## src/rtl/sitcp_tx_mux.sv

```systemverilog
// sitcp_tx_mux: per-channel word FIFOs, round-robin arbiter and MSB-first byte serialiser
// feeding the SiTCP TCP_TX_WR/TCP_TX_DATA user interface.
module sitcp_tx_mux #(
  parameter int NCH = 4,
  parameter int WORD_W = 32,
  parameter int DEPTH = 16,
  parameter bit HDR_EN = 1
) (
  input  logic                    CLK,
  input  logic                    RSTn,
  input  logic                    SITCP_RST,
  input  logic                    TCP_OPEN_ACK,
  input  logic                    TCP_TX_FULL,
  input  logic [NCH-1:0]          ch_valid,
  input  logic [NCH*WORD_W-1:0]   ch_data,
  output logic [NCH-1:0]          ch_ready,
  output logic [NCH-1:0]          ch_ovf,
  output logic                    TCP_TX_WR,
  output logic [7:0]              TCP_TX_DATA,
  output logic                    busy
);
  localparam int AW = $clog2(DEPTH);
  localparam int NB = WORD_W / 8;
  localparam int BW = $clog2(NB) + 1;
  localparam int CW = NCH > 1 ? $clog2(NCH) : 1;
  typedef enum logic [1:0] {IDLE, HDR, DATA} state_t;
  state_t state, state_n;
  logic [WORD_W-1:0] mem [NCH][DEPTH];
  logic [AW:0] wr_ptr [NCH];
  logic [AW:0] rd_ptr [NCH];
  logic [AW:0] cnt_n [NCH];
  logic [NCH-1:0] wr, pop, ne;
  logic [WORD_W-1:0] sh, sh_n;
  logic [BW-1:0] bcnt, bcnt_n;
  logic [CW-1:0] last, last_n, sel, idx;
  logic found, wr_n;
  logic [7:0] data_n;
  assign busy = state != IDLE;
  always_comb begin
    for (int i = 0; i < NCH; i++) begin
      wr[i] = ch_valid[i] & ch_ready[i];
      ne[i] = wr_ptr[i] != rd_ptr[i];
    end
  end
  // first non-empty channel after the last grant, wrapping around
  always_comb begin
    sel = '0;
    idx = '0;
    found = 1'b0;
    for (int k = 1; k <= NCH; k++) begin
      idx = CW'((int'(last) + k) % NCH);
      if (!found && ne[idx]) begin
        sel = idx;
        found = 1'b1;
      end
    end
  end
  always_comb begin
    state_n = state;
    sh_n = sh;
    bcnt_n = bcnt;
    last_n = last;
    wr_n = 1'b0;
    data_n = TCP_TX_DATA;
    pop = '0;
    case (state)
      IDLE: if (TCP_OPEN_ACK && found) begin
        pop[sel] = 1'b1;
        sh_n = mem[sel][rd_ptr[sel][AW-1:0]];
        last_n = sel;
        bcnt_n = '0;
        state_n = HDR_EN ? HDR : DATA;
      end
      HDR: if (!TCP_OPEN_ACK) state_n = IDLE;
        else if (!TCP_TX_FULL) begin
          wr_n = 1'b1;
          data_n = {4'hA, 4'(last)};
          state_n = DATA;
        end
      DATA: if (!TCP_OPEN_ACK) state_n = IDLE;
        else if (!TCP_TX_FULL) begin
          wr_n = 1'b1;
          data_n = sh[WORD_W-1 -: 8];
          sh_n = sh << 8;
          bcnt_n = bcnt + 1'b1;
          state_n = bcnt == BW'(NB - 1) ? IDLE : DATA;
        end
      default: state_n = IDLE;
    endcase
  end
  always_comb begin
    for (int i = 0; i < NCH; i++)
      cnt_n[i] = wr_ptr[i] + (AW+1)'(wr[i]) - rd_ptr[i] - (AW+1)'(pop[i]);
  end
  always_ff @(posedge CLK) begin
    for (int i = 0; i < NCH; i++)
      if (wr[i]) mem[i][wr_ptr[i][AW-1:0]] <= ch_data[i*WORD_W +: WORD_W];
  end
  // SITCP_RST folds into every next value so it overrides writes, pops and overflow flags
  always_ff @(posedge CLK or negedge RSTn) begin
    if (!RSTn) begin
      state <= IDLE;
      sh <= '0;
      bcnt <= '0;
      last <= '0;
      TCP_TX_WR <= 1'b0;
      TCP_TX_DATA <= '0;
      ch_ready <= '1;
      ch_ovf <= '0;
      for (int i = 0; i < NCH; i++) begin
        wr_ptr[i] <= '0;
        rd_ptr[i] <= '0;
      end
    end else begin
      state <= SITCP_RST ? IDLE : state_n;
      sh <= SITCP_RST ? '0 : sh_n;
      bcnt <= SITCP_RST ? '0 : bcnt_n;
      last <= SITCP_RST ? '0 : last_n;
      TCP_TX_WR <= wr_n & !SITCP_RST;
      TCP_TX_DATA <= SITCP_RST ? '0 : data_n;
      for (int i = 0; i < NCH; i++) begin
        wr_ptr[i] <= SITCP_RST ? '0 : wr_ptr[i] + (AW+1)'(wr[i]);
        rd_ptr[i] <= SITCP_RST ? '0 : rd_ptr[i] + (AW+1)'(pop[i]);
        ch_ready[i] <= SITCP_RST | (cnt_n[i] < (AW+1)'(DEPTH));
        ch_ovf[i] <= !SITCP_RST & (ch_ovf[i] | (ch_valid[i] & !ch_ready[i]));
      end
    end
  end
endmodule

```

## config.mk

```make
export PLATFORM = sky130hd
export DESIGN_NAME = sitcp_tx_mux
export DESIGN_NICKNAME = d
export VERILOG_FILES = /design/src/rtl/sitcp_tx_mux.sv
export SDC_FILE = /design/constraint.sdc
export NUM_CORES = 2
export LEC_CHECK = 0
export CAP_MARGIN = 30
export CORE_ASPECT_RATIO = 0.6
export CORE_UTILIZATION = 35
export DETAILED_ROUTE_END_ITERATION = 6
export PLACE_DENSITY_LB_ADDON = 0.2
export SLEW_MARGIN = 30
export SYNTH_ARGS = -nofsm -noshare
export SYNTH_HDL_FRONTEND = slang
export SYNTH_SLANG_ARGS = --single-unit
```

## constraint.sdc

```tcl
create_clock -name CLK -period 10.2 [get_ports CLK]
set_clock_uncertainty 0.05 [all_clocks]
set_input_delay 1.53 -clock CLK [delete_from_list [all_inputs] [get_ports CLK]]
set_output_delay 1.53 -clock CLK [all_outputs]
set_load 0.02 [all_outputs]
```

==> impl_metrics.yaml <==
clock_tree:
  post_cts_resized: 0
  clk_latency_ns: 0.86
  root_buffer: "clkbuf_16"
  cts_buffer_depth: 4
  cts_hold_buf: 0
  htreeDepth: 4
  cts.clk_slew.worst_paths_ns: 0.07
  cts_tree: "built"
  cts_sinks: 2144
  post_cts.repair.setup_buffers: 0
  cts_made_buffers: 201
power_and_ir_drop:
  p_sw_mw: 12.5
  p_int_mw: 17.6
  pwr-share-comb_pct: 41.9
  peakVddDrop_uv: 422
  swShare_pct: 41.7
  p_seq_share_pct: 34.2
  leakage_nw: 30.1
  p_clk_share_pct: 23.9
  power.density_mw_per_mm2: 306
die:
  ios: 155
  core_area_mm2: 0.246
  dieWidth_um: 644
  fp-row-count: 141
  die_y_um: 387
  start_util_pct: 35.2
  die_area_mm2: 0.250
setup_path:
  cp_top_family: "compound AO/OA/AOI/OAI gates"
  r2r_slack_ns: 4.23
  cp.required_ns: 10.94
  cp_num_buf_inv: 2
  critPathKind: "flop to flop"
  reg2regPathDepth: 13
  slowest_delay_ns: 1.03
  rr_endpoint: "sh[1]"
  crit_path_end_kind: "flop"
  path_max_fanout: 104
  cp_cell_sequence: "xnor2_2, nand3_2, nor4_4, o32a_4, buf_12, buf_4, nand2_1, and3_1, a311oi_1, o21ai_0, o211a_1, a2111oi_1, a221o_1"
  worstSetupStartpointType: "flop"
  cpMaxStageDelayCell: "dfrtp_4"
  arrival_ns: 6.71
  r2r_start: "rd_ptr[16]"
global_route:
  grtUsageMet2_pct: 32.1
  antenna_found_initial: 12
  grt_pass1_wl_um: 387000
  grt-busiest-layer: "met1"
  grt-ovfl-total: 0
  grtUsageMet1_pct: 33.4
  grt_usage_pct: 21.9
  grt_pass1_vias: 48045
  grt_start_max_net_pins: 126
  use_met3_pct: 4.37
logic_synthesis:
  synth.most_common_cell: "edfxtp_1"
  synth_ff_type: "edfxtp_1"
  yosysWarnings: 0
  yosys_register_bits: 2144
  netlist.top_cell.by_area: "edfxtp_1"
  synthCells: 5523
  synth_common_cells: "edfxtp_1 (2048), a211oi_1 (753), mux2i_1 (413), nor2b_1 (400), nand2_1 (305)"
  ys_seq_area_share_pct: 73.8
  syn-num-nets: 5702
  synthTopCellsByArea: "edfxtp_1 (71%), a211oi_1 (6.5%), mux2i_1 (4.8%), nor2b_1 (2.9%), dfrtp_1 (2.7%)"
  async_flop_share_pct: 4.48
  synth_top_area_share_pct: 71.0
  synth-edff-count: 2048
  avgSynthCellArea_um2: 15.7
  netlist_area_mm2: 0.0866
  ys_types: 68
min_path:
  whs_path_depth: 2
  min_path_type: "flop to flop"
  hold_path_end: "bcnt[2]"
  hold_start: "bcnt[2]"
finish:
  num-nets-final: 5793
  area_growth_pct: 13.6
  fillers: 22453
  final_cell_area_mm2: 0.0984
  drive_above_1_share_pct: 9.98
drt:
  wire_per_inst_um: 30.8
  first_pass_iters: 7
  dr.first_iter.drc_count: 5675
  ant_nets: 0
  routed_wl_um: 280000
  num_vias: 50636
  viasPerCell: 5.59
  drcViolationCount: 2
sta:
  rsz0062_at_grt: "no"
  worst_pin_slew_ns: 1.01
  slew_headroom_pct: 32.5
  hold_viol_final: 0
  fin_crit_sh_pct: 58.5
  slew_violations: 0
  setup_viol: 0
  fin_crit_ns: 5.97
  setup_tns_ns: 0
  max_freq_mhz: 168
placed_design:
  post-dp-hpwl_um: 166000
  gp_congestion: 0.891
  placed_area_mm2: 0.0923
  portBuffers: 154
job:
  drv_cap: 0
run_status:
  outcome: "finished with violations"
  violations: "design-rule violations"
[worst min-delay path: stages (launching register included)]
cell	delay, ns
dfrtp_1	0.35
nand2_1	0.05
o41ai_1	0.05
[layer usage]
layer | up-vias | wire length [um] | share of wire, %
met1 | 26517 | 132000 | 47
met5 | - | 12 | 0.0043
li1 | 21924 | - | -
met4 | 2 | 6650 | 2.4
met3 | 304 | 20700 | 7.4
met2 | 1889 | 120000 | 43
[area by class of cell]
type	instances	area [um^2]	area share, %
timing repair buffer	289	2630	2.68
antenna	3	7.51	0.00763
multi-input combinational	2946	21500	21.9
clock buffer	252	5250	5.34
clock inverter	109	805	0.818
inverter	32	120	0.122
sequential	2144	63900	65.0
tap	3289	4120	4.18
[sequential cells by signal, summed over array words and instances (netlist names)]
| name | flops |
|---|---|
| TCP_TX_WR | 1 |
| sh | 32 |
| mem | 2048 |
| state | 2 |
| ch_ready | 4 |
| TCP_TX_DATA | 8 |
| bcnt | 3 |
| last | 2 |
| rd_ptr | 20 |
| ch_ovf | 4 |
| wr_ptr | 20 |
[layout by cell type (no fill, tap or decap), drive strengths merged, types with 6 or more instances in the layout]
cell type / count
nand3: 44
a21oi: 228
and3: 47
xnor2: 35
o21ai: 47
a221o: 8
nor3: 190
ha: 42
a2111oi: 14
dfrtp: 92
clkinv: 87
clkdlybuf4s50: 152
o211ai: 24
mux4: 48
edfxtp: 2048
bufinv: 10
nand2: 305
a31oi: 25
inv: 40
a22oi: 19
buf: 137
nor2b: 400
mux2: 24
and2: 6
nand3b: 11
a221oi: 9
mux2i: 416
nor4: 6
nor2: 127
xor2: 21
a311oi: 29
a211oi: 753
nand2b: 15
o211a: 7
clkbuf: 252
o22ai: 14
[how the worst max path moves through the flow]
| stage | start | to | slack (ns) | depth (start not counted) |
|---|---|---|---|---|
| 2_1_floorplan | ch_valid[1] | mem[1][480] | 5.18 | 4 |
| 3_3_place_gp | rd_ptr[16] | sh[0] | 4.13 | 13 |
| 3_5_place_dp | rd_ptr[16] | sh[6] | 4.40 | 13 |
| 4_1_cts | rd_ptr[16] | sh[6] | 4.34 | 13 |
| 5_1_grt | rd_ptr[16] | sh[1] | 3.99 | 13 |
| 6_report | rd_ptr[16] | sh[1] | 4.23 | 13 |
[power groups by stage]
stage               Combinational [mW]  Clock (mW)  Sequential (mW)
finish                            12.6        7.21             10.3
global route                      13.3        7.67             10.3
CTS                               12.7        7.34             10.3
detailed placement                12.7           0             10.5
global placement                  12.6           0             10.5
floorplan                         7.62           0             10.3
[metrics by stage]
step / power (mW) / util (%) / hold slack [ns] / cells / worst slack [ns]
2_1_floorplan: 17.9 / - / 0.393 / 5523 / 5.18
3_3_place_gp: 23.1 / 37.5 / 0.406 / 8699 / 4.13
3_5_place_dp: 23.1 / 37.5 / 0.415 / 8700 / 4.40
4_1_cts: 30.3 / 40.0 / 0.431 / 9061 / 4.34
5_1_grt: 31.3 / 40.0 / 0.481 / 9063 / 3.99
6_report: 30.1 / 40.0 / 0.437 / 9064 / 4.23
[cell families (layout without fill, tap and decap cells)]
| kind of cell | after synthesis | after routing | share of synthesized area, % |
|---|---|---|---|
| XOR/XNOR | 56 | 56 | 0.583 |
| other | 0 | 3 | 0 |
| AO/OA/AOI/OAI | 1195 | 1195 | 9.68 |
| adder cells (fa/ha/maj) | 42 | 42 | 0.607 |
| AND/OR/NAND/NOR | 1165 | 1165 | 6.90 |
| multiplexers | 488 | 488 | 6.41 |
| buffers and inverters | 433 | 682 | 2.07 |
| flip-flops | 2144 | 2144 | 73.8 |
(Power assumes the default switching activity.)
